==> config.mk <==
export PLATFORM = sky130hd
export DESIGN_NAME = fetch_unit
export DESIGN_NICKNAME = d
export VERILOG_FILES = /design/src/rtl/fetch_unit.sv
export SDC_FILE = /design/constraint.sdc
export NUM_CORES = 1
export LEC_CHECK = 0
export CAP_MARGIN = 10
export CORE_MARGIN = 2
export CORE_UTILIZATION = 49
export DETAILED_ROUTE_END_ITERATION = 7
export PLACE_DENSITY = 0.85
export REMOVE_ABC_BUFFERS = 1
export SLEW_MARGIN = 25
export SYNTH_ARGS = -nofsm -noshare
export SYNTH_HDL_FRONTEND = slang
export SYNTH_SLANG_ARGS = --single-unit
==> constraint.sdc <==
create_clock -name clk -period 4.6 [get_ports clk]
set_input_delay 1.15 -clock clk [delete_from_list [all_inputs] [get_ports clk]]
set_output_delay 1.15 -clock clk [all_outputs]
set_load 0.05 [all_outputs]
==> src/rtl/fetch_unit.sv <==
// Instruction fetch stage: owns the fetch PC and the F/D pipeline register,
// applies delayed-slot redirects from D and halts on an illegal fetch address.
module fetch_unit #(
  parameter logic [31:0] PC_INIT  = 32'h0000_3000,
  parameter int unsigned IM_WORDS = 1024
) (
  input  logic        clk,
  input  logic        reset,
  input  logic        stall,
  input  logic [1:0]  npc_sel,
  input  logic [15:0] imm16,
  input  logic [25:0] instr_index,
  input  logic [31:0] rs_val,
  output logic [31:0] imaddr,
  input  logic [31:0] instr,
  output logic [31:0] instr_d,
  output logic [31:0] pc_d,
  output logic [31:0] pc8_d,
  output logic        valid_d,
  output logic        addr_err
);

  typedef enum logic {
    ST_RUN  = 1'b0,
    ST_HALT = 1'b1
  } state_t;

  typedef enum logic [1:0] {
    SEL_SEQ    = 2'b00,
    SEL_BRANCH = 2'b01,
    SEL_JUMP   = 2'b10,
    SEL_JREG   = 2'b11
  } npc_sel_t;

  // Upper bound is computed in 33 bits so a memory ending at 4 GiB cannot wrap.
  localparam logic [32:0] PC_LO = {1'b0, PC_INIT};
  localparam logic [32:0] PC_HI = {1'b0, PC_INIT} + (33'(IM_WORDS) << 2);

  state_t      r_state;
  logic [31:0] r_pc_f;
  logic [31:0] r_instr_d;
  logic [31:0] r_pc_d;
  logic        r_valid_d;
  logic        r_addr_err;

  logic [31:0] w_pc_f_plus4;
  logic [31:0] w_br_off;
  logic [31:0] w_npc;
  logic        w_npc_legal;
  npc_sel_t    w_sel;

  assign w_sel        = npc_sel_t'(npc_sel);
  assign w_pc_f_plus4 = r_pc_f + 32'd4;
  assign w_br_off     = {{14{imm16[15]}}, imm16, 2'b00};

  // A bubble in D carries no redirect, so its select field is not trusted.
  always_comb begin
    w_npc = w_pc_f_plus4;
    if (r_valid_d) begin
      unique case (w_sel)
        SEL_SEQ:    w_npc = w_pc_f_plus4;
        SEL_BRANCH: w_npc = r_pc_d + 32'd4 + w_br_off;
        SEL_JUMP:   w_npc = {r_pc_d[31:28], instr_index, 2'b00};
        SEL_JREG:   w_npc = rs_val;
        default:    w_npc = w_pc_f_plus4;
      endcase
    end
  end

  always_comb begin
    w_npc_legal = 1'b0;
    if ((w_npc[1:0] == 2'b00) &&
        ({1'b0, w_npc} >= PC_LO) &&
        ({1'b0, w_npc} <  PC_HI)) begin
      w_npc_legal = 1'b1;
    end
  end

  always_ff @(posedge clk or negedge reset) begin
    if (!reset) begin
      r_state    <= ST_RUN;
      r_pc_f     <= PC_INIT;
      r_instr_d  <= '0;
      r_pc_d     <= '0;
      r_valid_d  <= 1'b0;
      r_addr_err <= 1'b0;
    end else begin
      unique case (r_state)
        ST_RUN: begin
          if (!stall) begin
            r_instr_d <= instr;
            r_pc_d    <= r_pc_f;
            r_valid_d <= 1'b1;
            if (w_npc_legal) begin
              r_pc_f <= w_npc;
            end else begin
              r_addr_err <= 1'b1;
              r_state    <= ST_HALT;
            end
          end
        end
        ST_HALT: begin
          r_valid_d  <= 1'b0;
          r_addr_err <= 1'b1;
        end
        default: begin
          r_state <= ST_HALT;
        end
      endcase
    end
  end

  assign imaddr   = r_pc_f;
  assign instr_d  = r_instr_d;
  assign pc_d     = r_pc_d;
  assign pc8_d    = r_pc_d + 32'd8;
  assign valid_d  = r_valid_d;
  assign addr_err = r_addr_err;

endmodule
# Yosys cells after proc, flatten, opt, wreduce, memory -nomap -nowiden
# Index checks and enable logic that the tools add are counted.
dict set report totals {
  ff_bits 99
  input_bits 111
  out_inout_bits 130
  elab_cells 37
}
dict set report classes {
  addsub 4
  order_cmp 2
  eq_ne 5
  mux 11
  bitwise_logic 2
  n_reduce_logical 7
}
# cell n
set op_table {}
lappend op_table {{32-bit one-hot mux with 4 select lines} 1}
lappend op_table {{32-bit by 3-bit adder with 32-bit output, second input constant} 2}
lappend op_table {{32-bit adder} 1}
lappend op_table {{32-bit by 4-bit adder with 32-bit output, second input constant} 1}
lappend op_table {{32-bit by 14-bit greater-or-equal comparator with 1-bit output, second input constant} 1}
lappend op_table {{32-bit by 15-bit less-than comparator with 1-bit output, second input constant} 1}
lappend op_table {{32-bit two-way mux} 1}
lappend op_table {{1-bit two-way mux} 7}
lappend op_table {{2-bit == test, second input constant} 2}
lappend op_table {{2-bit zero test} 2}
lappend op_table {{2-bit != test, second input constant} 2}
lappend op_table {{1-bit one-hot mux with 2 select lines} 2}
lappend op_table {{2-bit AND reduction} 2}
lappend op_table {{3-bit AND reduction} 1}
lappend op_table {{2-bit by 1-bit == test with 1-bit output, second input constant} 1}
lappend op_table {{1-bit logical AND} 2}
lappend op_table {{1-bit NOT} 2}

# Longest topological paths before layout
dict set report depth {
  ltp_word 11
  ltp_mapped 17
  mapped_depth_nobuf 16
}

# Worst setup path before layout
# Ideal clock, no wire load.
dict set report synth_timing {
  kind {input port to flip-flop}
  start {in imm16[1]}
  end {reg r_pc_f[6], in the netlist imaddr[6]}
  setup_ns 0.128
  arrival_ns 4.490
  required_ns 4.472
  slack_ns -0.018
  cell_stages 15
  n_path_buf 1
  path_cell_list {ha_1 > ha_1 > inv_1 > fa_1 > nor2b_1 > o2111ai_1 > a2111oi_2 > o31ai_2 > o211a_1 > o211ai_1 > o21ai_0 > nor4_4 > nand3_2 > buf_2 > mux2_1}
}
dict set report synth_between {
  elab_chain_len 8
  elab_cells_between_ends 9
  cone_classes {1 x add/sub; 2 x order compare; 3 x mux; 3 x reduce/logical}
}
# element line_no
set synth_rtl {}
lappend synth_rtl {{from (decl)} 11} ;# input logic [15:0] imm16,
lappend synth_rtl {{32-bit adder (*)} 62} ;# SEL_BRANCH: w_npc = r_pc_d + 32'd4 + w_br_off;
lappend synth_rtl {{32-bit one-hot mux with 4 select lines (*)} 60} ;# unique case (w_sel)
lappend synth_rtl {{32-bit two-way mux (*)} 59} ;# if (r_valid_d) begin
lappend synth_rtl {{32-bit by 14-bit greater-or-equal comparator with 1-bit output} 73} ;# ({1'b0, w_npc} >= PC_LO) &&
lappend synth_rtl {{1-bit logical AND} 72} ;# if ((w_npc[1:0] == 2'b00) &&
lappend synth_rtl {{1-bit logical AND} 73}
lappend synth_rtl {{1-bit two-way mux} 72}
lappend synth_rtl {{3-bit AND reduction (no source line)} --}
lappend synth_rtl {{to (signal assigned)} 95} ;# r_pc_f <= w_npc;
lappend synth_rtl {{to (decl)} 40} ;# logic [31:0] r_pc_f;
# Mark *: on every way between the ends. The rest lies on a longest branch, timed or not.
# A chain may end at the register's enable or synchronous reset.

# Worst setup path in the final report
dict set report layout_timing {
  start {in imm16[4]}
  end {reg r_pc_f[7], in the netlist imaddr[7]}
}
# Same word-level chain as after synthesis.

==> out/qor.csv <==
stage,metric,value,unit
sta,worst setup margin,-0.133,ns
yosys,main flop type after synthesis,dfrtp_1,
sta,post-route minimum period,4.73,ns
placed_design,placed cells,1442,
yosys,Netlist cell types,80,
drt,Avg WL per Cell,22.1,um
power,power share of the clock group,0.323,
power,switching pwr,805,uW
yosys,"Seq/Total Area, Yosys",0.305,
die,DIE AREA,17600,um^2
setup_path,Worst Setup End Kind,flop,
yosys,synthesized flop and latch total,99,
yosys,top post-synthesis cells by area,"dfrtp_1 (30%), ha_1 (9.1%), mux2_2 (8.7%), xnor2_1 (3.4%), nand2_1 (2.7%)",
sta,unrepaired setup endpoints after global routing,true,
drt,Vias,9191,
sta,final setup fails,13,
grt,GRT Util Overall,0.345,
job,MaxCap Viol Count,0,
yosys,post-synth top area cell,dfrtp_1,
clocking,CTS Buffer Depth,2,
run_status,outcome,"complete, but fails checks",
power,peak supply drop,0.000196,V
worst_hold_path,hold crit path type,reg2reg,
yosys,cell with the most instances after synthesis,dfrtp_1,
drt,DR iter-0 viols,1246,
clocking,CTS tree,done,
final_layout,# nets final,1423,
clocking,Clock Sinks,99,
clocking,H-Tree Depth,3,
final_layout,Final Core Density,0.777,
die,# rows,47,
die,initial core utilization,0.495,
placed_design,Placer Congestion,1.01,
power,Leakage Power,0.00556,uW
setup_path,crit start category,input port,
die,Die Width,133,um
yosys,fraction of registers with async set/reset,1.00,
final_layout,area grow syn2layout,56.8,%
clocking,clock transition at the registers of the reported paths,0.08,ns
setup_path,Crit Path Max Fanout,8,
sta,hold slack,0.509,ns
clocking,CTS Buf Count,9,
yosys,Netlist Area Pre-Place,8130,um^2
power,P_int,1610,uW
drt,Initial DRT Pass Iterations,6,
run_status,failing checks,negative setup slack,
sta,Clock Skew,0.0127,ns
sta,"Slew Viols, Final",0,
drt,Post-DRT Antenna Nets,0,
placed_design,Final HPWL DP,23500,um
placed_design,DP Area,11700,um^2
power,P per Cell Area,189,nW/um^2
sta,Final Hold Fails,0,
power,sw frac,0.334,
yosys,Post-synth EDFFs,0,
final_layout,layout cells sized above 1,0.266,
power,Sequential Power Share,0.386,
grt,first-pass GRT wire length,47700,um
power,Comb pwr share,0.292,
die,I/O pins,241,
yosys,top cell type's share of synthesized area,0.299,
sta,FMAX,211,MHz
sta,period utilisation layout,1.03,
final_layout,Layout Cells excl Fill,1478,
setup_path,reg2reg setup slack,0.47,ns
drt,DRC errors left,0,
setup_path,critical path required time,4.85,ns
setup_path,arrival time at the worst endpoint,4.98,ns
sta,slew at the pin closest to its max-slew limit,0.944,ns
die,core area,16400,um^2
clocking,Post-CTS Hold Fix Bufs,0,
yosys,"top cells by count, synth","dfrtp_1 (97), mux2_2 (63), ha_1 (59), nand2_1 (58), nor2_1 (54)",
grt,largest net degree at the start of global routing,69,
placed_design,Place WS,-0.996,ns
yosys,Post-Syn Instances,891,
sta,Worst slew margin,0.371,
yosys,syn avg cell area,9.12,um^2
placed_design,number of buffers added on ports,240,
final_layout,design area,12700,um^2
grt,initial antenna violation count,0,
drt,Total Wirelength,32600,um
clocking,Clock Latency Late Sink,0.36,ns
grt,vias in the first global route,8892,
clocking,clk root buf,clkbuf_16,
grt,grt ovf,0,
yosys,yosys warns,0,
drt,DR vias/cell,6.22,
die,chip height,133,um
setup_path,WS Path Type,in2reg,
-- stage by stage --
step / TNS, ns / power [uW]
3_3_place_gp: -24.41 / 1590
2_1_floorplan: -15.51 / 1260
4_1_cts: 0 / 2390
5_1_grt: -2.47 / 2490
6_report: -0.917 / 2410
3_5_place_dp: -30.01 / 1600
-- cell usage in the layout, fill, tap and decap left out, drive strengths merged, types with 11 or more instances in the layout --
cell / count
clkdlybuf4s50: 224
a21oi: 41
o31ai: 13
dlymetal6s2s: 11
nand4: 22
a21o: 13
buf: 163
nor3: 22
clkbuf: 11
inv: 33
mux2: 64
dfrtp: 97
xor2: 24
nand3: 35
xnor2: 32
nand2b: 22
and2: 29
nand2: 58
nor2: 54
o21ai: 39
ha: 59
nor4: 17
-- power groups by stage --
| stage | Clock (uW) | Sequential (uW) | Combinational, uW |
|---|---|---|---|
| floorplan | 0 | 1090 | 179 |
| global placement | 0 | 944 | 642 |
| detailed placement | 0 | 947 | 650 |
| CTS | 784 | 930 | 673 |
| global route | 816 | 935 | 738 |
| finish | 778 | 931 | 704 |
-- registers in the layout (all words and copies together), names as in the netlist --
signal / cells
r_state: 1
imaddr: 32
valid_d: 1
pc_d: 32
instr_d: 32
addr_err: 1
-- cell families after synthesis --
group	after synthesis	share of synthesized area
and+or+nand+nor	308	0.206
AOI/OAI and AO/OA	210	0.183
DFF	99	0.305
buffers and inverters	83	0.0420
muxes	75	0.110
adders and majority gates	60	0.0933
xor gates and xnor gates	56	0.0604
-- path summary, 6_finish.rpt --
kind,startpoint,endpoint,depth (start not counted)
worst max-delay path,imm16[4],imaddr[7]$_DFFE_PN0P_,13
worst min-delay path,instr_d[31]$_DFFE_PN0P_,instr_d[31]$_DFFE_PN0P_,1
worst max register to register,pc_d[4]$_DFFE_PN0P_,imaddr[7]$_DFFE_PN0P_,14
worst min register to register,instr_d[31]$_DFFE_PN0P_,instr_d[31]$_DFFE_PN0P_,1
max in group asynchronous,reset,imaddr[13]$_DFFE_PN1P_,2
min in group asynchronous,reset,pc_d[24]$_DFFE_PN0P_,1
-- layer usage --
layer	GRT usage	wire length, um
met2	0.575	15400
met4	0.121	1430
met5	0	0
met1	0.440	12400
met3	0.0801	3410
-- timing repair --
| item | 4_1_cts | 5_1_grt |
|---|---|---|
| resized for setup | 60 | 73 |
| cloned | 0 | 1 |
| pin swaps | 26 | 36 |
| endpoints found under the setup margin | 34 | 37 |
| buffers inserted | 11 | 8 |
-- worst max-delay path: stages --
cell,delay [ns]
clkdlybuf4s50_1,0.43
ha_1,0.31
ha_2,0.42
nand4_1,0.24
a211oi_4,0.39
o2111ai_1,0.20
a211oi_1,0.39
nor3_1,0.17
buf_4,0.17
or3b_1,0.34
or3_4,0.43
o31ai_4,0.25
o21ai_1,0.10
-- area by class of cell --
cell class | instances | area [um^2]
Fill cell | 1060 | 3660
Tap cell | 220 | 275
Clock buffer | 9 | 225
Multi-Input combinational cell | 709 | 5890
Timing Repair Buffer | 402 | 3690
Sequential cell | 99 | 2480
Antenna cell | 1 | 2.50
Inverter | 31 | 116
Clock inverter | 7 | 72.6
Note: power is estimated with default switching activity, not from simulation.
